<file path="src/rtl/ascon_round_ctrl.sv">
// ascon_round_ctrl
// Control FSM that sequences an Ascon permutation datapath through one
// authenticated encryption: initialisation, optional associated data,
// plaintext blocks, finalisation and tag.
//
// Optional feature macro: ASCON_AD_PHASE_EN
//   defined   -> one associated-data block is absorbed between INIT and the
//                plaintext phase (AD_WAIT / AD_RUN states present).
//   undefined -> the AD phase is skipped and its domain-separation bit is
//                folded into the XOR-down of the last INIT round.
//
// Ports
//   clock_i            single clock, rising edge
//   reset_i            synchronous active-high reset
//   start_i            begin an encryption (sampled only while idle)
//   key_i[127:0]       key, stable from start_i until done_o
//   data_i[63:0]       AD / PT block; data_valid_i / data_ready_o handshake
//   round_o[3:0]       permutation round index
//   input_select_o     load initial state (first INIT cycle)
//   ena_xor_up_o       XOR data_xor_up_o into the rate word
//   ena_xor_down_o     XOR data_xor_down_o into the state
//   ena_reg_state_o    state register update enable
//   data_xor_up_o      equals data_i
//   data_xor_down_o    XOR-down operand, zero when ena_xor_down_o=0
//   cipher_valid_o     ciphertext word valid on the datapath
//   tag_valid_o        tag valid on the datapath
//   busy_o / done_o    operation in progress / one-cycle completion pulse
module ascon_round_ctrl #(
  parameter int NUM_PT_BLOCKS = 4
) (
  input  logic         clock_i,
  input  logic         reset_i,
  input  logic         start_i,
  input  logic [127:0] key_i,
  input  logic [63:0]  data_i,
  input  logic         data_valid_i,
  output logic         data_ready_o,
  output logic [3:0]   round_o,
  output logic         input_select_o,
  output logic         ena_xor_up_o,
  output logic         ena_xor_down_o,
  output logic         ena_reg_state_o,
  output logic [63:0]  data_xor_up_o,
  output logic [255:0] data_xor_down_o,
  output logic         cipher_valid_o,
  output logic         tag_valid_o,
  output logic         busy_o,
  output logic         done_o
);

`ifdef ASCON_AD_PHASE_EN
  typedef enum logic [2:0] {
    IDLE, INIT, AD_WAIT, AD_RUN, PT_WAIT, PT_RUN, FIN_RUN, TAG
  } state_t;
`else
  typedef enum logic [2:0] {
    IDLE, INIT, PT_WAIT, PT_RUN, FIN_RUN, TAG
  } state_t;
`endif

  localparam logic [3:0] LAST_ROUND = 4'd11;
  localparam logic [3:0] MID_ROUND  = 4'd6;
  localparam logic [3:0] LAST_BLK   = 4'(NUM_PT_BLOCKS - 1);
  localparam logic       SINGLE_BLK = (NUM_PT_BLOCKS == 1);

  state_t     state_reg, state_next;
  logic [3:0] round_reg, round_next;
  logic [3:0] pt_cnt_reg, pt_cnt_next;

  logic [255:0] key_low;
  logic [255:0] key_mid;
  logic [255:0] init_xor;

  assign key_low = {128'b0, key_i};
  // Key injection ahead of the final plaintext block; needed by whichever
  // run precedes that block (AD, INIT or a plaintext run).
  assign key_mid = {64'b0, key_i, 64'b0};

`ifdef ASCON_AD_PHASE_EN
  assign init_xor = key_low;
`else
  // Without an AD phase the domain-separation bit (and, for one-block
  // messages, the pre-final key injection) lands on the last INIT round.
  assign init_xor = key_low ^ 256'd1 ^ (SINGLE_BLK ? key_mid : 256'd0);
`endif

  assign data_xor_up_o = data_i;

  // State register
  always_ff @(posedge clock_i) begin
    if (reset_i) begin
      state_reg  <= IDLE;
      round_reg  <= 4'd0;
      pt_cnt_reg <= 4'd0;
    end else begin
      state_reg  <= state_next;
      round_reg  <= round_next;
      pt_cnt_reg <= pt_cnt_next;
    end
  end

  // Next-state logic. Handshake cycles in the wait states already act as
  // the first round of the following run, so the round counter jumps
  // straight to the second round of that run.
  always_comb begin
    state_next  = state_reg;
    round_next  = round_reg;
    pt_cnt_next = pt_cnt_reg;
    case (state_reg)
      IDLE: begin
        if (start_i) begin
          state_next  = INIT;
          round_next  = 4'd0;
          pt_cnt_next = 4'd0;
        end
      end
      INIT: begin
        if (round_reg == LAST_ROUND) begin
`ifdef ASCON_AD_PHASE_EN
          state_next = AD_WAIT;
`else
          state_next = PT_WAIT;
`endif
          round_next = 4'd0;
        end else begin
          round_next = round_reg + 4'd1;
        end
      end
`ifdef ASCON_AD_PHASE_EN
      AD_WAIT: begin
        if (data_valid_i) begin
          state_next = AD_RUN;
          round_next = MID_ROUND + 4'd1;
        end
      end
      AD_RUN: begin
        if (round_reg == LAST_ROUND) begin
          state_next = PT_WAIT;
          round_next = 4'd0;
        end else begin
          round_next = round_reg + 4'd1;
        end
      end
`endif
      PT_WAIT: begin
        if (data_valid_i) begin
          pt_cnt_next = pt_cnt_reg + 4'd1;
          if (pt_cnt_reg == LAST_BLK) begin
            state_next = FIN_RUN;
            round_next = 4'd1;
          end else begin
            state_next = PT_RUN;
            round_next = MID_ROUND + 4'd1;
          end
        end
      end
      PT_RUN: begin
        if (round_reg == LAST_ROUND) begin
          state_next = PT_WAIT;
          round_next = 4'd0;
        end else begin
          round_next = round_reg + 4'd1;
        end
      end
      FIN_RUN: begin
        if (round_reg == LAST_ROUND) begin
          state_next = TAG;
          round_next = 4'd0;
        end else begin
          round_next = round_reg + 4'd1;
        end
      end
      TAG: begin
        state_next = IDLE;
        round_next = 4'd0;
      end
      default: begin
        state_next  = IDLE;
        round_next  = 4'd0;
        pt_cnt_next = 4'd0;
      end
    endcase
  end

  // Output logic
  always_comb begin
    data_ready_o    = 1'b0;
    round_o         = 4'd0;
    input_select_o  = 1'b0;
    ena_xor_up_o    = 1'b0;
    ena_xor_down_o  = 1'b0;
    ena_reg_state_o = 1'b0;
    data_xor_down_o = 256'd0;
    cipher_valid_o  = 1'b0;
    tag_valid_o     = 1'b0;
    busy_o          = 1'b1;
    done_o          = 1'b0;
    case (state_reg)
      IDLE: busy_o = 1'b0;
      INIT: begin
        ena_reg_state_o = 1'b1;
        round_o         = round_reg;
        input_select_o  = (round_reg == 4'd0);
        if (round_reg == LAST_ROUND) begin
          ena_xor_down_o  = 1'b1;
          data_xor_down_o = init_xor;
        end
      end
`ifdef ASCON_AD_PHASE_EN
      AD_WAIT: begin
        data_ready_o = 1'b1;
        if (data_valid_i) begin
          ena_xor_up_o    = 1'b1;
          ena_reg_state_o = 1'b1;
          round_o         = MID_ROUND;
        end
      end
      AD_RUN: begin
        ena_reg_state_o = 1'b1;
        round_o         = round_reg;
        if (round_reg == LAST_ROUND) begin
          ena_xor_down_o  = 1'b1;
          data_xor_down_o = 256'd1 | (SINGLE_BLK ? key_mid : 256'd0);
        end
      end
`endif
      PT_WAIT: begin
        data_ready_o = 1'b1;
        if (data_valid_i) begin
          ena_xor_up_o    = 1'b1;
          cipher_valid_o  = 1'b1;
          ena_reg_state_o = 1'b1;
          // The final block starts the 12-round finalisation directly.
          round_o         = (pt_cnt_reg == LAST_BLK) ? 4'd0 : MID_ROUND;
        end
      end
      PT_RUN: begin
        ena_reg_state_o = 1'b1;
        round_o         = round_reg;
        // Counter already points at the final block during the run before it.
        if (round_reg == LAST_ROUND && pt_cnt_reg == LAST_BLK) begin
          ena_xor_down_o  = 1'b1;
          data_xor_down_o = key_mid;
        end
      end
      FIN_RUN: begin
        ena_reg_state_o = 1'b1;
        round_o         = round_reg;
        if (round_reg == LAST_ROUND) begin
          ena_xor_down_o  = 1'b1;
          data_xor_down_o = key_low;
        end
      end
      TAG: begin
        tag_valid_o = 1'b1;
        done_o      = 1'b1;
      end
      default: busy_o = 1'b0;
    endcase
  end

endmodule

</file>
<file path="config.mk">
export PLATFORM = sky130hd
export DESIGN_NAME = ascon_round_ctrl
export DESIGN_NICKNAME = d
export VERILOG_FILES = /design/src/rtl/ascon_round_ctrl.sv
export SDC_FILE = /design/constraint.sdc
export NUM_CORES = 1
export LEC_CHECK = 0
export CAP_MARGIN = 20
export CORE_AREA = 2 2 204 206
export CTS_CLUSTER_SIZE = 30
export DETAILED_ROUTE_END_ITERATION = 10
export DIE_AREA = 0 0 206 208
export HOLD_SLACK_MARGIN = 0.02
export PLACE_DENSITY = 0.42
export SYNTH_ARGS = -nofsm -noshare
export SYNTH_HDL_FRONTEND = slang
export SYNTH_SLANG_ARGS = --single-unit
</file>
<file path="constraint.sdc">
create_clock -name clock_i -period 2.1 [get_ports clock_i]
set_input_delay 0.63 -clock clock_i [delete_from_list [all_inputs] [get_ports clock_i]]
set_output_delay 0.63 -clock clock_i [all_outputs]
set_load 0.01 [all_outputs]
</file>
==> flow_summary_export.csv, run 1 <==
group,metric,value,unit
status,run_status,"finished, violations left",
status,violations,"negative setup slack",
worst_setup_path,r2r_setup_slack,0.19,ns
logic_synthesis,postSynthCellCount,451,
logic_synthesis,yosysWarnings,0,
logic_synthesis,ys_top_cells_by_count,"buf_4, and2_1, a22o_1",
worst_setup_path,cp.arrival,2.15,ns
power_and_ir_drop,peakVddDrop,0.2256,mV
logic_synthesis,synth.mux.area_fraction,0.3057,%
timing,timing.final.crit_period,2.783,ns
grt,antenna_found_initial,6,
logic_synthesis,synth-async-reset-ratio,0,%
worst_setup_path,path_buf_inv,4,
power_and_ir_drop,power_density,203.0,nW/µm²
job,maxCapViolations,0,
power_and_ir_drop,leakage,3.799,nW
timing,min_period_over_period,132.5,%
logic_synthesis,synthSimpleGateAreaFrac,32.10,%
detailed_routing,routed_wl,22.81,mm
detailed_routing,drc,0,
logic_synthesis,ys_types,40,
worst_setup_path,r2r_end,"state_reg[2]",
floorplanning,initial_utilization,8.074,%
grt,grt_first_pass_wirelength,28.17,mm
logic_synthesis,synth.area.top_cells,"buf_4, and2_1, a22o_1, dfxtp_1, a211oi_1",
clock_tree,cts_buffers,3,
finish,area_growth,135.7,%
detailed_routing,vias,4259,
worst_hold_path,hold_depth,2,
finish,stdcell_area,7716,µm²
timing,drv_slew,0,
worst_setup_path,path_class,"flop to output port",
floorplanning,rows,74,
timing,hold_viol_final,0,
clock_tree,clk_pin_slew,0.04,ns
placement,dpl.hpwl,18.09,mm
worst_setup_path,r2r_cells,6,
timing,slew_headroom,58.02,%
logic_synthesis,synth.cell_area,3274,µm²
floorplanning,die_area,42850,µm²
logic_synthesis,seq_area_frac_synth,6.725,%
worst_hold_path,min_from,"pt_cnt_reg[3]",
placement,port_buffers,336,
finish,drive_above_1_share,50.63,%
grt,grt_overflow,0,
timing,fmax,359.4,MHz
worst_setup_path,crit_top_cell,"buf_6",
detailed_routing,ant_nets,0,
clock_tree,cts_tree,"done",
finish,fillCellCount,4622,
worst_setup_path,slowest_delay,0.39,ns
worst_setup_path,crit_path_end_kind,"output port",
detailed_routing,drt_iter0_markers,169,
clock_tree,insertion_delay,0.24,ns
logic_synthesis,synth-xor-area-share,0.2675,%
logic_synthesis,synth_compound_area_share,23.46,%
finish,multiInputGateArea,2405,µm²
finish,fin_nets,990,
detailed_routing,wl_per_cell,17.23,µm
worst_hold_path,hold_path.class,"flop to flop",
logic_synthesis,synth.most_common_cell,"buf_4",
power_and_ir_drop,fin_total_pwr,1.567,mW
worst_setup_path,rr_startpoint,"pt_cnt_reg[1]",
timing,grt_setup_unrepaired,"true",
logic_synthesis,synth_top_family_by_area,"buffers and inverters",
logic_synthesis,yosys.area.top_type,"buf_4",
timing,tns,-108.84,ns
timing,fin_skew,0.001257,ns
worst_setup_path,crit_fanout,12,
grt,grt_pass1_vias,3920,
logic_synthesis,synth-adder-area-share,1.146,%
worst_setup_path,cp_top_family,"simple AND/OR/NAND/NOR gates",
placement,postPlaceCellArea,6892,µm²
floorplanning,core_area,40550,µm²
logic_synthesis,ys_ff_latch,11,
worst_setup_path,required,1.47,ns
grt,track_usage,8.966,%
logic_synthesis,synth_edf_count,0,
worst_hold_path,min_to,"pt_cnt_reg[3]",
logic_synthesis,syn_avg_cell_area,7.260,µm²
finish,register_area,227.7,µm²
clock_tree,cts_sinks,11,
clock_tree,clockBufferDepth,2,
worst_setup_path,cp_cell_sequence,"ha_4 > or3b_4 > nor4b_4 > buf_6 > buf_12 > clkbuf_16 > a22o_1 > buf_6",
logic_synthesis,ys.flop_type,"dfxtp_1",
floorplanning,die_h,208,µm
clock_tree,root_buffer,"clkbuf_16",
detailed_routing,vias_per_cell,3.217,
grt,grt_start_max_net_pins,47,
logic_synthesis,netlist.area_leader.share,31.41,%
timing,final.setup.worst_slack,-0.6825,ns
timing,setup_viol,195,
timing,tightest_slew,0.6231,ns
worst_setup_path,start_kind,"flop",
detailed_routing,drtPass1Iterations,4,
placement,gp_congestion,0.7868,
floorplanning,die_w,206,µm
floorplanning,ioPinCount,529,
worst_setup_path,cp_slowest_cell,"or3b_4",
clock_tree,htree_levels,1,
-- cell usage in the layout, fill, tap and decap left out, drive strengths merged, types with 2 or more instances in the layout --
cell type / n
clkdlybuf4s50: 129
nand2b: 6
nor2: 4
and3: 3
a22o: 67
ha: 3
inv: 7
nand3b: 2
nand2: 6
nor3b: 2
nor3: 4
diode: 2
clkbuf: 33
and2: 130
nor2b: 2
conb: 64
o21ai: 7
a211oi: 7
nand3: 4
dfxtp: 11
buf: 263
dlymetal6s2s: 15
a21oi: 5
-- stage by stage --
| stage | instances | hold WS, ns | setup WS, ns | util, % |
|---|---|---|---|---|
| 3_5_place_dp | 1273 | 0.5661 | -0.8807 | 16.99 |
| 5_1_grt | 1324 | 0.6234 | -0.7575 | 19.03 |
| 2_1_floorplan | 514 | 0.4523 | -0.1683 | - |
| 6_report | 1324 | 0.5616 | -0.6825 | 19.03 |
| 3_3_place_gp | 1273 | 0.5558 | -0.8623 | 16.99 |
| 4_1_cts | 1288 | 0.5752 | -1.071 | 17.40 |
-- where the power goes --
group | total (mW) | internal (mW) | switching, mW
registers | 0.257 | 0.238 | 0.0191
clock network | 0.346 | 0.255 | 0.0914
logic | 0.963 | 0.535 | 0.429
-- how the worst max path moves through the flow --
stage / from / to / slack, ns / cells after the start
floorplan: pt_cnt_reg[1] / data_xor_down_o[101] / -0.17 / 6
global placement: pt_cnt_reg[1] / data_xor_down_o[115] / -0.86 / 7
detailed placement: pt_cnt_reg[1] / data_xor_down_o[115] / -0.88 / 7
CTS: pt_cnt_reg[1] / data_xor_down_o[66] / -1.07 / 7
global route: pt_cnt_reg[1] / data_xor_down_o[64] / -0.76 / 9
finish: pt_cnt_reg[1] / data_xor_down_o[115] / -0.68 / 8
-- cells by family after synthesis --
kind of cell / Yosys count
simple gates: 169
compound gates: 94
buf+inv: 171
fa+ha+maj: 3
flops: 11
mux: 1
other cells: 1
xor+xnor: 1
-- routing by layer --
| layer | GRT usage [%] | vias to the layer above | wire, µm |
|---|---|---|---|
| met5 | 0 | - | 0 |
| met4 | 2.685 | 0 | 630 |
| met3 | 2.287 | 49 | 2001 |
| met2 | 14.95 | 250 | 10610 |
| met1 | 11.25 | 1942 | 9562 |
| li1 | - | 2018 | - |
-- final cells by class --
type	count	area share [%]
repair buffers	436	55.83
multi-input cells	332	31.17
well taps	532	8.627
flip-flops and latches	11	2.951
clock buffers	4	1.022
inverters	7	0.3405
diodes	2	0.06486
-- worst min-delay path: cells and delay by family, from the launching register on --
| family | cells | cell delay, ns |
|---|---|---|
| AOI/OAI and AO/OA | 1 | 0.06 |
| DFF | 1 | 0.33 |
| buffers and inverters | 1 | 0.11 |
-- timing repair --
action	CTS	global route
endpoints found under the setup margin	205	205
resized for setup	168	727
gates cloned	2	15
pin swaps	2	37
hold buffers	0	0
buffers inserted	9	23
(Power assumes the default switching activity.)
==> run 2: changes to the inputs <==
--- a/config.mk
+++ b/config.mk
@@ -12,6 +12,7 @@
 export DIE_AREA = 0 0 206 208
 export HOLD_SLACK_MARGIN = 0.02
 export PLACE_DENSITY = 0.42
+export RECOVER_POWER = 25
 export SYNTH_ARGS = -nofsm -noshare
 export SYNTH_HDL_FRONTEND = slang
 export SYNTH_SLANG_ARGS = --single-unit
==> results of run 2 <==
The final DEF is identical to that of run 1; final timing and power are the same.
==> run 3: changes to the inputs <==
--- a/config.mk
+++ b/config.mk
@@ -7,11 +7,11 @@
 export LEC_CHECK = 0
 export CAP_MARGIN = 20
 export CORE_AREA = 2 2 204 206
-export CTS_CLUSTER_SIZE = 30
+export CTS_CLUSTER_SIZE = 24
 export DETAILED_ROUTE_END_ITERATION = 10
 export DIE_AREA = 0 0 206 208
 export HOLD_SLACK_MARGIN = 0.02
-export PLACE_DENSITY = 0.42
+export PLACE_DENSITY = 0.41
 export RECOVER_POWER = 25
 export SYNTH_ARGS = -nofsm -noshare
 export SYNTH_HDL_FRONTEND = slang
==> constraint.sdc (replaced) <==
create_clock -name clock_i -period 3.2 [get_ports clock_i]
set_input_delay 0.96 -clock clock_i [delete_from_list [all_inputs] [get_ports clock_i]]
set_output_delay 0.96 -clock clock_i [all_outputs]
set_load 0.01 [all_outputs]
==> run 3 against run 2 <==
  * Die area did not move
  * Critical path type unchanged
  * Utilization fell by 0.49 points
  * The run still ends with negative setup slack left
  * Final cell count is 0.30% lower
==> flow_summary_export.csv, run 3 (synthesis results as in run 1) <==
group,metric,value,unit
clock_tree,clockBufferDepth,2,
worst_hold_path,hold_depth,2,
placement,dpl.cell_count,1261,
timing,grt_setup_unrepaired,"true",
worst_setup_path,crit_top_cell,"buf_12",
placement,port_buffers,336,
grt,antenna_found_initial,5,
detailed_routing,drt_iter0_markers,109,
detailed_routing,wl_per_cell,18.30,µm
clock_tree,postCtsHoldBufs,0,
power_and_ir_drop,power_density,123.4,nW/µm²
status,violations,"negative setup slack",
finish,fin_cells,1320,
finish,drive_above_1_share,36.13,%
clock_tree,cts_buffers,3,
placement,dpl.hpwl,18.11,mm
detailed_routing,vias_per_cell,3.241,
clock_tree,insertion_delay,0.24,ns
power_and_ir_drop,fin_total_pwr,0.9280,mW
clock_tree,cts_tree,"done",
detailed_routing,drc,0,
power_and_ir_drop,peakVddDrop,0.1582,mV
worst_setup_path,path_class,"flop to output port",
timing,hold_viol_final,0,
clock_tree,clk_pin_slew,0.04,ns
finish,fin_nets,986,
detailed_routing,vias,4278,
floorplanning,die_area,42850,µm²
clock_tree,cts_sinks,11,
timing,fin_skew,0.002510,ns
grt,grt_pass1_vias,4311,
detailed_routing,drtPass1Iterations,4,
placement,postPlaceCellArea,6807,µm²
timing,timing.final.crit_period,3.289,ns
floorplanning,initial_utilization,8.074,%
worst_setup_path,cp_slowest_cell,"or3b_4",
worst_setup_path,crit_path_end_kind,"output port",
timing,setup_viol,16,
placement,gp_congestion,0.7657,
floorplanning,die_w,206,µm
worst_setup_path,slowest_delay,0.39,ns
worst_setup_path,required,2.24,ns
power_and_ir_drop,leakage,3.547,nW
clock_tree,htree_levels,1,
finish,final_common_cell,"clkdlybuf4s50_1",
worst_setup_path,rr_startpoint,"pt_cnt_reg[0]",
floorplanning,rows,74,
timing,fin_hold_ws,0.5596,ns
job,maxCapViolations,0,
worst_setup_path,cp_cell_sequence,"ha_4 > or3b_4 > nor4b_4 > buf_6 > buf_12 > buf_12 > buf_12 > buf_12 > buf_6 > a22o_1 > buf_2",
worst_setup_path,r2r_end,"state_reg[2]",
status,run_status,"finished, violations left",
finish,stdcell_area,7518,µm²
timing,fmax,304.1,MHz
worst_setup_path,r2r_cells,5,
worst_setup_path,start_kind,"flop",
finish,final_util,18.54,%
timing,min_period_over_period,102.8,%
worst_setup_path,crit_start,"pt_cnt_reg[0]",
detailed_routing,routed_wl,24.16,mm
timing,drv_slew,0,
finish,area_growth,129.6,%
timing,tightest_slew,0.6007,ns
worst_setup_path,r2r_setup_slack,1.39,ns
timing,final.setup.worst_slack,-0.08887,ns
floorplanning,ioPinCount,529,
floorplanning,core_area,40550,µm²
timing,slew_headroom,59.53,%
grt,grt_start_max_net_pins,18,
floorplanning,die_h,208,µm
grt,track_usage,10.40,%
clock_tree,root_buffer,"clkbuf_16",
detailed_routing,ant_nets,0,
worst_setup_path,cp-endpoint,"data_xor_down_o[89]",
worst_setup_path,crit_fanout,6,
grt,grt_first_pass_wirelength,32.40,mm
worst_setup_path,cp.arrival,2.33,ns
worst_hold_path,hold_path.class,"flop to flop",
finish,fillCellCount,4619,
grt,grt_overflow,0,
finish,final_cell_mix,"clkdlybuf4s50_1, and2_1, buf_2",
==> run 3: area by class of cell <==
| type | count | area (µm²) | share of cell area, % |
|---|---|---|---|
| repair buffers | 432 | 4262 | 56.68 |
| multi-input cells | 332 | 2256 | 30.00 |
| well taps | 532 | 665.6 | 8.853 |
| flip-flops and latches | 11 | 225.2 | 2.996 |
| clock buffers | 4 | 78.83 | 1.048 |
| inverters | 7 | 26.28 | 0.3495 |
| diodes | 2 | 5.005 | 0.06657 |
==> run 3: timing repair <==
| item | in CTS | in global routing |
|---|---|---|
| setup buffers | 45 | 5 |
| endpoints found under the setup margin | 198 | 190 |
| pin swaps | 60 | 26 |
| cloned | 16 | 1 |
| resized for setup | 670 | 100 |
==> run 3: power by group <==
group          internal, mW  switching, mW
clock network         0.167         0.0604
logic                 0.276          0.256
registers             0.156         0.0122
total                 0.599          0.329
==> run 3: worst min-delay path by stage <==
stage / start / end
finish: pt_cnt_reg[3] / pt_cnt_reg[3]
global route: pt_cnt_reg[3] / pt_cnt_reg[3]
CTS: pt_cnt_reg[3] / pt_cnt_reg[3]
detailed placement: pt_cnt_reg[3] / pt_cnt_reg[3]
global placement: pt_cnt_reg[3] / pt_cnt_reg[3]
floorplan: pt_cnt_reg[3] / pt_cnt_reg[3]
==> run 3: worst max-delay path, delay by kind of cell (launching register included) <==
kind            cells  cell delay [ns]
fa+ha+maj           1             0.13
buf+inv             7             0.82
compound gates      1             0.14
simple gates        2             0.64
flops               1             0.35
==> run 3: per-layer routing <==
layer / global-route usage (%) / routed length (µm)
met5: 0 / 0
met4: 3.498 / 836
met3: 1.974 / 1769
met2: 18.57 / 12130
met1: 12.32 / 9424
==> run 3: through the flow <==
stage	setup WS, ns	setup TNS, ns
2_1_floorplan	0.5572	0
3_3_place_gp	-0.1727	-12.66
3_5_place_dp	-0.1881	-16.28
4_1_cts	-0.1937	-9.219
5_1_grt	-0.1718	-4.281
6_report	-0.08887	-0.6876
